===== src/rtl/ddr2_sys_st_pkg.sv =====
// Shared marker bytes and FSM state type for the ddr2_sys Avalon-ST byte-path adapters.
package ddr2_sys_st_pkg;

  localparam logic [7:0] SOP_MK  = 8'h7A;
  localparam logic [7:0] EOP_MK  = 8'h7B;
  localparam logic [7:0] CH_MK   = 8'h7C;
  localparam logic [7:0] ESC_MK  = 8'h7D;
  localparam logic [7:0] ESC_XOR = 8'h20;

  typedef enum logic [2:0] {
    StIdle,
    StChEsc,
    StChVal,
    StSopMk,
    StEopMk,
    StDataEsc,
    StDataVal
  } p2b_state_e;

endpackage


===== src/rtl/ddr2_sys_p2b_escape.sv =====
// Flags bytes that collide with an in-band marker and produces the value sent after ESC_MK.
module ddr2_sys_p2b_escape
  import ddr2_sys_st_pkg::*;
(
  input  logic [7:0] byte_i,
  output logic       need_esc_o,
  output logic [7:0] esc_byte_o
);

  always_comb begin
    need_esc_o = (byte_i >= SOP_MK) && (byte_i <= ESC_MK);
    esc_byte_o = need_esc_o ? (byte_i ^ ESC_XOR) : byte_i;
  end

endmodule


===== src/rtl/ddr2_sys_packets_to_bytes.sv =====
// Serialises channelised Avalon-ST packet beats into an escaped byte stream with in-band
// SOP/EOP/channel markers. One registered output slot; input is accepted only from idle.
module ddr2_sys_packets_to_bytes
  import ddr2_sys_st_pkg::*;
#(
  parameter int unsigned CHANNEL_WIDTH       = 8,
  parameter bit          EMIT_CHANNEL_ALWAYS = 1'b0
) (
  input  logic                     clk,
  input  logic                     reset_n,
  output logic                     in_ready,
  input  logic                     in_valid,
  input  logic [7:0]               in_data,
  input  logic [CHANNEL_WIDTH-1:0] in_channel,
  input  logic                     in_startofpacket,
  input  logic                     in_endofpacket,
  input  logic                     out_ready,
  output logic                     out_valid,
  output logic [7:0]               out_data
);

  p2b_state_e state_q, state_d;

  logic       out_valid_q, out_valid_d;
  logic [7:0] out_data_q, out_data_d;
  logic [7:0] last_ch_q;
  logic       ch_known_q;
  logic [7:0] data_q;
  logic [7:0] ch_q;
  logic       sop_q;
  logic       eop_q;

  logic       is_idle;
  logic       slot_free;
  logic       accept;
  logic       need_ch;
  logic       load;
  logic [7:0] emit_byte;
  logic [7:0] in_ch_ext;
  logic [7:0] data_src;
  logic [7:0] ch_src;
  logic       data_need_esc;
  logic [7:0] data_esc;
  logic       ch_need_esc;
  logic [7:0] ch_esc;
  p2b_state_e data_next;

  always_comb begin
    in_ch_ext = '0;
    in_ch_ext[CHANNEL_WIDTH-1:0] = in_channel;
  end

  assign is_idle   = (state_q == StIdle);
  assign slot_free = !out_valid_q || out_ready;
  assign in_ready  = is_idle && slot_free;
  assign accept    = in_valid && in_ready;

  assign need_ch = in_startofpacket &&
                   (EMIT_CHANNEL_ALWAYS || !ch_known_q || (in_ch_ext != last_ch_q));

  // In idle the escape decision is made on the live beat; afterwards on the held copy.
  assign data_src = is_idle ? in_data : data_q;
  assign ch_src   = is_idle ? in_ch_ext : ch_q;

  ddr2_sys_p2b_escape u_data_esc (
    .byte_i     (data_src),
    .need_esc_o (data_need_esc),
    .esc_byte_o (data_esc)
  );

  ddr2_sys_p2b_escape u_ch_esc (
    .byte_i     (ch_src),
    .need_esc_o (ch_need_esc),
    .esc_byte_o (ch_esc)
  );

  assign data_next = data_need_esc ? StDataEsc : StDataVal;

  always_ff @(posedge clk) begin
    if (!reset_n) begin
      state_q <= StIdle;
    end else begin
      state_q <= state_d;
    end
  end

  always_comb begin
    state_d = state_q;
    unique case (state_q)
      StIdle: begin
        if (accept) begin
          if (need_ch) begin
            state_d = ch_need_esc ? StChEsc : StChVal;
          end else if (in_startofpacket) begin
            state_d = in_endofpacket ? StEopMk : data_next;
          end else if (in_endofpacket) begin
            state_d = data_next;
          end else begin
            state_d = data_need_esc ? StDataVal : StIdle;
          end
        end
      end
      StChEsc: begin
        if (slot_free) state_d = StChVal;
      end
      StChVal: begin
        if (slot_free) state_d = sop_q ? StSopMk : (eop_q ? StEopMk : data_next);
      end
      StSopMk: begin
        if (slot_free) state_d = eop_q ? StEopMk : data_next;
      end
      StEopMk: begin
        if (slot_free) state_d = data_next;
      end
      StDataEsc: begin
        if (slot_free) state_d = StDataVal;
      end
      StDataVal: begin
        if (slot_free) state_d = StIdle;
      end
      default: state_d = StIdle;
    endcase
  end

  always_comb begin
    load      = 1'b0;
    emit_byte = data_esc;
    unique case (state_q)
      StIdle: begin
        load = accept;
        if (need_ch) begin
          emit_byte = CH_MK;
        end else if (in_startofpacket) begin
          emit_byte = SOP_MK;
        end else if (in_endofpacket) begin
          emit_byte = EOP_MK;
        end else if (data_need_esc) begin
          emit_byte = ESC_MK;
        end else begin
          emit_byte = data_esc;
        end
      end
      StChEsc: begin
        load      = slot_free;
        emit_byte = ESC_MK;
      end
      StChVal: begin
        load      = slot_free;
        emit_byte = ch_esc;
      end
      StSopMk: begin
        load      = slot_free;
        emit_byte = SOP_MK;
      end
      StEopMk: begin
        load      = slot_free;
        emit_byte = EOP_MK;
      end
      StDataEsc: begin
        load      = slot_free;
        emit_byte = ESC_MK;
      end
      StDataVal: begin
        load      = slot_free;
        emit_byte = data_esc;
      end
      default: begin
        load      = 1'b0;
        emit_byte = data_esc;
      end
    endcase

    out_valid_d = out_valid_q;
    out_data_d  = out_data_q;
    if (load) begin
      out_valid_d = 1'b1;
      out_data_d  = emit_byte;
    end else if (out_ready) begin
      out_valid_d = 1'b0;
    end
  end

  always_ff @(posedge clk) begin
    if (!reset_n) begin
      out_valid_q <= 1'b0;
      out_data_q  <= 8'h00;
      last_ch_q   <= 8'h00;
      ch_known_q  <= 1'b0;
      data_q      <= 8'h00;
      ch_q        <= 8'h00;
      sop_q       <= 1'b0;
      eop_q       <= 1'b0;
    end else begin
      out_valid_q <= out_valid_d;
      out_data_q  <= out_data_d;
      if (accept) begin
        data_q <= in_data;
        ch_q   <= in_ch_ext;
        sop_q  <= in_startofpacket;
        eop_q  <= in_endofpacket;
        if (need_ch) begin
          last_ch_q  <= in_ch_ext;
          ch_known_q <= 1'b1;
        end
      end
    end
  end

  assign out_valid = out_valid_q;
  assign out_data  = out_data_q;

endmodule


===== config.mk =====
export PLATFORM = sky130hd
export DESIGN_NAME = ddr2_sys_packets_to_bytes
export DESIGN_NICKNAME = d
export VERILOG_FILES = /design/src/rtl/ddr2_sys_st_pkg.sv /design/src/rtl/ddr2_sys_p2b_escape.sv /design/src/rtl/ddr2_sys_packets_to_bytes.sv
export SDC_FILE = /design/constraint.sdc
export NUM_CORES = 1
export LEC_CHECK = 0
export CAP_MARGIN = 20
export CORE_MARGIN = 10
export CORE_UTILIZATION = 35
export CTS_CLUSTER_DIAMETER = 150
export DETAILED_ROUTE_END_ITERATION = 6
export GPL_ROUTABILITY_DRIVEN = 0
export PLACE_DENSITY = 0.51
export SLEW_MARGIN = 20
export SYNTH_ARGS = -nofsm -noshare
export SYNTH_HDL_FRONTEND = slang
export SYNTH_SLANG_ARGS = --single-unit

===== constraint.sdc =====
create_clock -name clk -period 3.44 [get_ports clk]
set_input_delay 0.688 -clock clk [delete_from_list [all_inputs] [get_ports clk]]
set_output_delay 0.688 -clock clk [all_outputs]
set_load 0.005 [all_outputs]

Word level (Yosys, flattened, before mapping)

Index checks and enable logic that the tools add are counted.

Logic and storage cells: 73
Flip-flop bits (word level): 39

Multiplexer cells: 29
Order comparisons: 4
Bitwise operators: 2
Equal/unequal tests: 14
Reductions and logical operators: 15

Operator list:

| operator             | number |
|---|---|
| $mux W8              | 6 |
| $pmux W8 S5          | 1 |
| $mux W3              | 12 |
| $pmux W3 S7          | 1 |
| $ge A8 B7 Y1 const B | 2 |
| $le A8 B7 Y1 const B | 2 |
| $mux W6              | 2 |
| $ne A2 B2 Y1 const B | 6 |
| $eq A3 B3 Y1 const B | 3 |
| $mux W2              | 4 |
| $ne A8 B8 Y1         | 1 |
| $reduce_and A7 Y1    | 1 |
| $eq A3 B2 Y1 const B | 2 |
| $reduce_or A6 Y1     | 1 |
| $logic_and A1 B1 Y1  | 5 |
| $eq A3 B1 Y1 const B | 1 |
| $logic_not A3 Y1     | 1 |
| $logic_not A1 Y1     | 2 |
| $logic_or A1 B1 Y1   | 2 |
| $mux W1              | 2 |
| $ne A2 B1 Y1 const B | 1 |
| $not A1 Y1           | 2 |
| $pmux W1 S2          | 1 |
| $reduce_and A2 Y1    | 1 |
| 2 further kinds      | 2 |

Logic depth before layout (Yosys ltp)

Word-level depth: 10
Mapped depth: 10
Depth with buffers taken out: 8

Hierarchy

A second synthesis with hierarchy kept.

Cell total of the unflattened synthesis: 293
Area total of the unflattened synthesis: 2,397.3 um^2

By module, submodules not included:

| module                    | area each (um^2) | cells an instance | times used | sequential area each (um^2) |
|---|---|---|---|---|
| ddr2_sys_packets_to_bytes | 2,227.1          | 271               | 1          | 780.7 |
| ddr2_sys_p2b_escape       | 85.1             | 11                | 2          | 0.0 |

Least setup slack after synthesis

Ideal clock, no wire load.

Kind: reg2reg
From: register state_q[1]
To: register state_q[1]
Buffers on the path: 2
Stages on the path, launching flop included: 11
Setup slack: 1.051 ns
Library setup time: 0.123 ns
Period minus slack after synthesis: 2.389 ns
Arrival time: 2.265 ns
Path through: dfxtp_1 > buf_6 > or3_1 > buf_6 > or4b_4 > and2_4 > ha_1 > a21oi_1 > nand2_1 > a2bb2oi_2 > o22ai_1

Word-level cells in the longest chain between the ends: 10

Ends and longest elaborated chain:

| item                                         | line                                                             | RTL |
|---|---|---|
| start, declared                              | ddr2_sys_packets_to_bytes.sv:22                                  | `p2b_state_e state_q, state_d;` |
| start signal, assigned                       | ddr2_sys_packets_to_bytes.sv:81                                  | `state_q <= StIdle;` |
| start signal, assigned                       | ddr2_sys_packets_to_bytes.sv:83                                  | `state_q <= state_d;` |
| $logic_not A3 Y1                             | ddr2_sys_packets_to_bytes.sv:53, ddr2_sys_packets_to_bytes.sv:89 |  |
| $mux W8                                      | ddr2_sys_packets_to_bytes.sv:62                                  | `assign data_src = is_idle ? in_data : data_q;` |
| $ge A8 B7 Y1 or $le A8 B7 Y1 (tied branches) | ddr2_sys_p2b_escape.sv:11                                        | `need_esc_o = (byte_i >= SOP_MK) && (byte_i <= ESC_MK);` |
| $logic_and A1 B1 Y1                          | ddr2_sys_p2b_escape.sv:11                                        |  |
| $mux W3 or $mux W2 (tied branches)           | ddr2_sys_packets_to_bytes.sv:99, ddr2_sys_packets_to_bytes.sv:77 |  |
| $mux W3 or $mux W2 (tied branches)           | ddr2_sys_packets_to_bytes.sv:96, ddr2_sys_packets_to_bytes.sv:95 |  |
| $mux W3                                      | ddr2_sys_packets_to_bytes.sv:94                                  | `end else if (in_startofpacket) begin` |
| $mux W3                                      | ddr2_sys_packets_to_bytes.sv:92                                  | `if (need_ch) begin` |
| $mux W3                                      | ddr2_sys_packets_to_bytes.sv:91                                  | `if (accept) begin` |
| $pmux W3 S7                                  | ddr2_sys_packets_to_bytes.sv:89                                  | `unique case (state_q)` |

Several ways; a longest one is shown, not always the timed one. The select of a mux whose other input is x is not followed.
A chain may end at the register's enable or synchronous reset.

Final worst setup path

From: register state_q[1]
To: output port in_ready

Word-level cells in the longest chain between the ends: 2

Ends and longest elaborated chain:

| item                | line                            | RTL |
|---|---|---|
| $logic_not A3 Y1    | ddr2_sys_packets_to_bytes.sv:53 | `assign is_idle = (state_q == StIdle);` |
| $logic_and A1 B1 Y1 | ddr2_sys_packets_to_bytes.sv:55 | `assign in_ready = is_idle && slot_free;` |
| end, declared       | ddr2_sys_packets_to_bytes.sv:11 | `output logic in_ready,` |

No other way between the ends.

==> impl_metrics.env <==
export IMPL_ys_warn_count=0
export IMPL_clock_path_buffers=2
export IMPL_post_dp_hpwl_um=4875
export IMPL_via_per_inst=5.450
export IMPL_drt_initial_drc_count=93
export IMPL_crit_chain="or3_1, buf_4, nor2_1, clkdlybuf4s50_1"
export IMPL_grt_pass1_wl_um=10900
export IMPL_clkSinkCount=39
export IMPL_run_status="finished, final reports clean"
export IMPL_crit_required_ns=2.75
export IMPL_first_pass_iters=4
export IMPL_wl_met3_um=417
export IMPL_max_stage_delay_ns=0.52
export IMPL_first_global_vias=2136
export IMPL_rsz0062_at_grt="no"
export IMPL_syn_num_nets=304
export IMPL_reg2reg_depth=8
export IMPL_slew_headroom_pct=53.05
export IMPL_async_reset_ff_share_pct=0
export IMPL_fin_nets=336
export IMPL_fin_crit_sh_pct=78.34
export IMPL_htreeDepth=2
export IMPL_cts_hold_buffers=0
export IMPL_cts_clk_slew_worst_paths_ns=0.08
export IMPL_cts_buffers=5
export IMPL_final_cell_mix="nand2_1 (54), dfxtp_1 (39), clkdlybuf4s50_1 (31), a21boi_0 (18), o21ai_0 (15)"
export IMPL_antenna_found_initial=0
export IMPL_antenna_cells=0
export IMPL_drc_errors=0
export IMPL_drive_gt1_share_pct=8.710
export IMPL_vias=2109
export IMPL_clk_root_buffer_cell="clkbuf_8"
export IMPL_rrSetupSlack_ns=0.97
export IMPL_die_width_um=100.3
export IMPL_critPathKind="reg -> out"
export IMPL_areaGrowthSynthToFinish_pct=22.80
export IMPL_r2r_end="state_q[1]$_SDFFE_PN0P_"
export IMPL_wl_per_cell_um=17.17
export IMPL_pwr_share_clk_pct=20.4
export IMPL_hold_path_end="data_q[0]$_SDFFE_PN0P_"
export IMPL_max_cap_violations=0
export IMPL_worstSetupEndpointType="primary output"
export IMPL_fmax_ghz=0.3711
export IMPL_core_area_mm2=0.006314
export IMPL_synth_top_area_share_pct=34.61
export IMPL_internal_power_w=0.001164
export IMPL_routed_top_layer="met4"
export IMPL_power_leakage_nw=1.023
export IMPL_min_path_cells=2
export IMPL_setup_viol=0
export IMPL_post_cts_buffers=0
export IMPL_synth_cells=278
export IMPL_synth_distinct_cells=50
export IMPL_io_pins=32
export IMPL_finalCriticalPeriod_ns=2.695
export IMPL_cp_max_fo=10
export IMPL_wl_met2_um=3201
export IMPL_postRouteAntennaNets=0
export IMPL_grt_max_degree=31
export IMPL_rows=29
export IMPL_die_area_mm2=0.01006
export IMPL_max_vdd_ir_drop_mv=0.3417
export IMPL_finalMaxSlewViolations=0
export IMPL_hold_viol_final=0
export IMPL_skew_ns=0.004583
export IMPL_synth_edf_count=0
export IMPL_placed_cell_area_mm2=0.002664
export IMPL_die_y_um=100.3
export IMPL_netlist_area_mm2=0.002256
export IMPL_post_cts_resize_count=0
export IMPL_start_util_pct=35.73
export IMPL_yosysSeqAreaShare_pct=34.61
export IMPL_grt_usage_pct=13.43
export IMPL_avgSynthCellArea_um2=8.115
export IMPL_start_kind="flip-flop"
export IMPL_wl_um=6646
export IMPL_fin_tns_setup_ns=0
export IMPL_comb_power_share_pct=45.1
export IMPL_cp_slowest_cell="clkdlybuf4s50_1"
export IMPL_ys_flop_type="dfxtp_1"
export IMPL_power_net_switching_w=0.0007265
export IMPL_layout_commonest_cell="nand2_1"
export IMPL_crit_arrival_ns=2.01
export IMPL_wl_met1_um=2886
export IMPL_synth_area_top_cells="dfxtp_1 (35%), nand2_1 (9.0%), a21boi_0 (6.0%)"
export IMPL_globalRouteOverflowTotal=0
export IMPL_yosys_area_top_type="dfxtp_1"
export IMPL_hp_start="data_q[0]$_SDFFE_PN0P_"
export IMPL_seq_power_share_pct=34.5
export IMPL_synth_seq_cells=39
export IMPL_crit_reg2reg_launch="state_q[1]$_SDFFE_PN0P_"
export IMPL_clk_latency_ns=0.30
export IMPL_cts_tree="yes"
export IMPL_hold_path_class="reg -> reg"
export IMPL_final_area_mm2=0.002770
export IMPL_power_density_mw_per_mm2=682.4
export IMPL_io_buffer_count=31
export IMPL_switching_share_pct=38.43
export IMPL_tightest_slew_ns=0.6983
==> routing by layer <==
layer  GRT usage, %  vias to the layer above
li1               -                     1050
met1          15.96                      971
met2          22.16                       73
met3          3.365                       15
met4          6.196                        0
met5              0                        -
==> power groups by stage <==
stage	Combinational, W	Sequential [W]	Clock [W]
3_5_place_dp	0.000844	0.000660	0
2_1_floorplan	0.000541	0.000630	0
5_1_grt	0.000934	0.000668	0.000416
3_3_place_gp	0.000864	0.000655	0
6_report	0.000853	0.000652	0.000386
4_1_cts	0.000851	0.000652	0.000398
==> Yosys cell counts, types with 3 or more instances <==
cell type  instances
nor2b_1           10
nand2b_1           6
a21o_1             3
a31oi_1            8
nand2_1           54
mux2i_1           12
a21oi_1            9
clkbuf_1          13
ha_1               4
nor3_1             5
o31ai_1            4
dfxtp_1           39
o221ai_1           3
nand3_1            7
a21boi_0          18
xnor2_1            8
o21ai_0           15
nor2_1             7
nand4_1            5
inv_1              7
==> layout make-up <==
class,instances,area (um^2)
Fill cell,679,3543
Multi-Input combinational cell,213,1355
Sequential cell,39,780.7
Timing Repair Buffer,43,400.4
Tap cell,77,96.34
Clock buffer,5,68.82
Clock inverter,2,37.54
Inverter,8,31.28
==> cells by family after synthesis <==
kind of cell	share of synthesized area, %
and+or+nand+nor	23.41
muxes	5.824
xor gates and xnor gates	3.883
buffers and inverters	5.325
AOI/OAI and AO/OA	24.74
adders and majority gates	2.219
DFF	34.61
==> through the flow <==
| step | hold slack [ns] | setup WS, ns | cells | util, % | power (W) |
|---|---|---|---|---|---|
| 2_1_floorplan | 0.4437 | 1.051 | 278 | - | 0.001171 |
| 3_3_place_gp | 0.4552 | 0.5422 | 380 | 42.19 | 0.001520 |
| 3_5_place_dp | 0.4588 | 0.5319 | 380 | 42.19 | 0.001504 |
| 4_1_cts | 0.4722 | 0.7413 | 387 | 43.88 | 0.001900 |
| 5_1_grt | 0.5042 | 0.6433 | 387 | 43.88 | 0.002019 |
| 6_report | 0.4704 | 0.7450 | 387 | 43.88 | 0.001890 |
==> worst max path at each step <==
stage,from,end,slack (ns)
after floorplan,state_q[1]$_SDFFE_PN0P_,state_q[1]$_SDFFE_PN0P_,1.05
after global placement,in_data[3],state_q[1]$_SDFFE_PN0P_,0.54
after detailed placement,in_data[3],state_q[1]$_SDFFE_PN0P_,0.53
after CTS,out_ready,in_ready,0.74
after global routing,state_q[1]$_SDFFE_PN0P_,in_ready,0.64
final,state_q[1]$_SDFFE_PN0P_,in_ready,0.75
==> sequential cells by signal, summed over array words and instances (netlist names) <==
signal	flops
out_valid	1
sop_q	1
last_ch_q	8
state_q	3
ch_known_q	1
ch_q	8
eop_q	1
out_data	8
data_q	8
==> worst max-delay path: cells and delay by family (launching register included) <==
kind	cells	cell delay, ns
buffers and inverters	2	0.72
DFF	1	0.42
and+or+nand+nor	2	0.57
(Power assumes the default switching activity.)
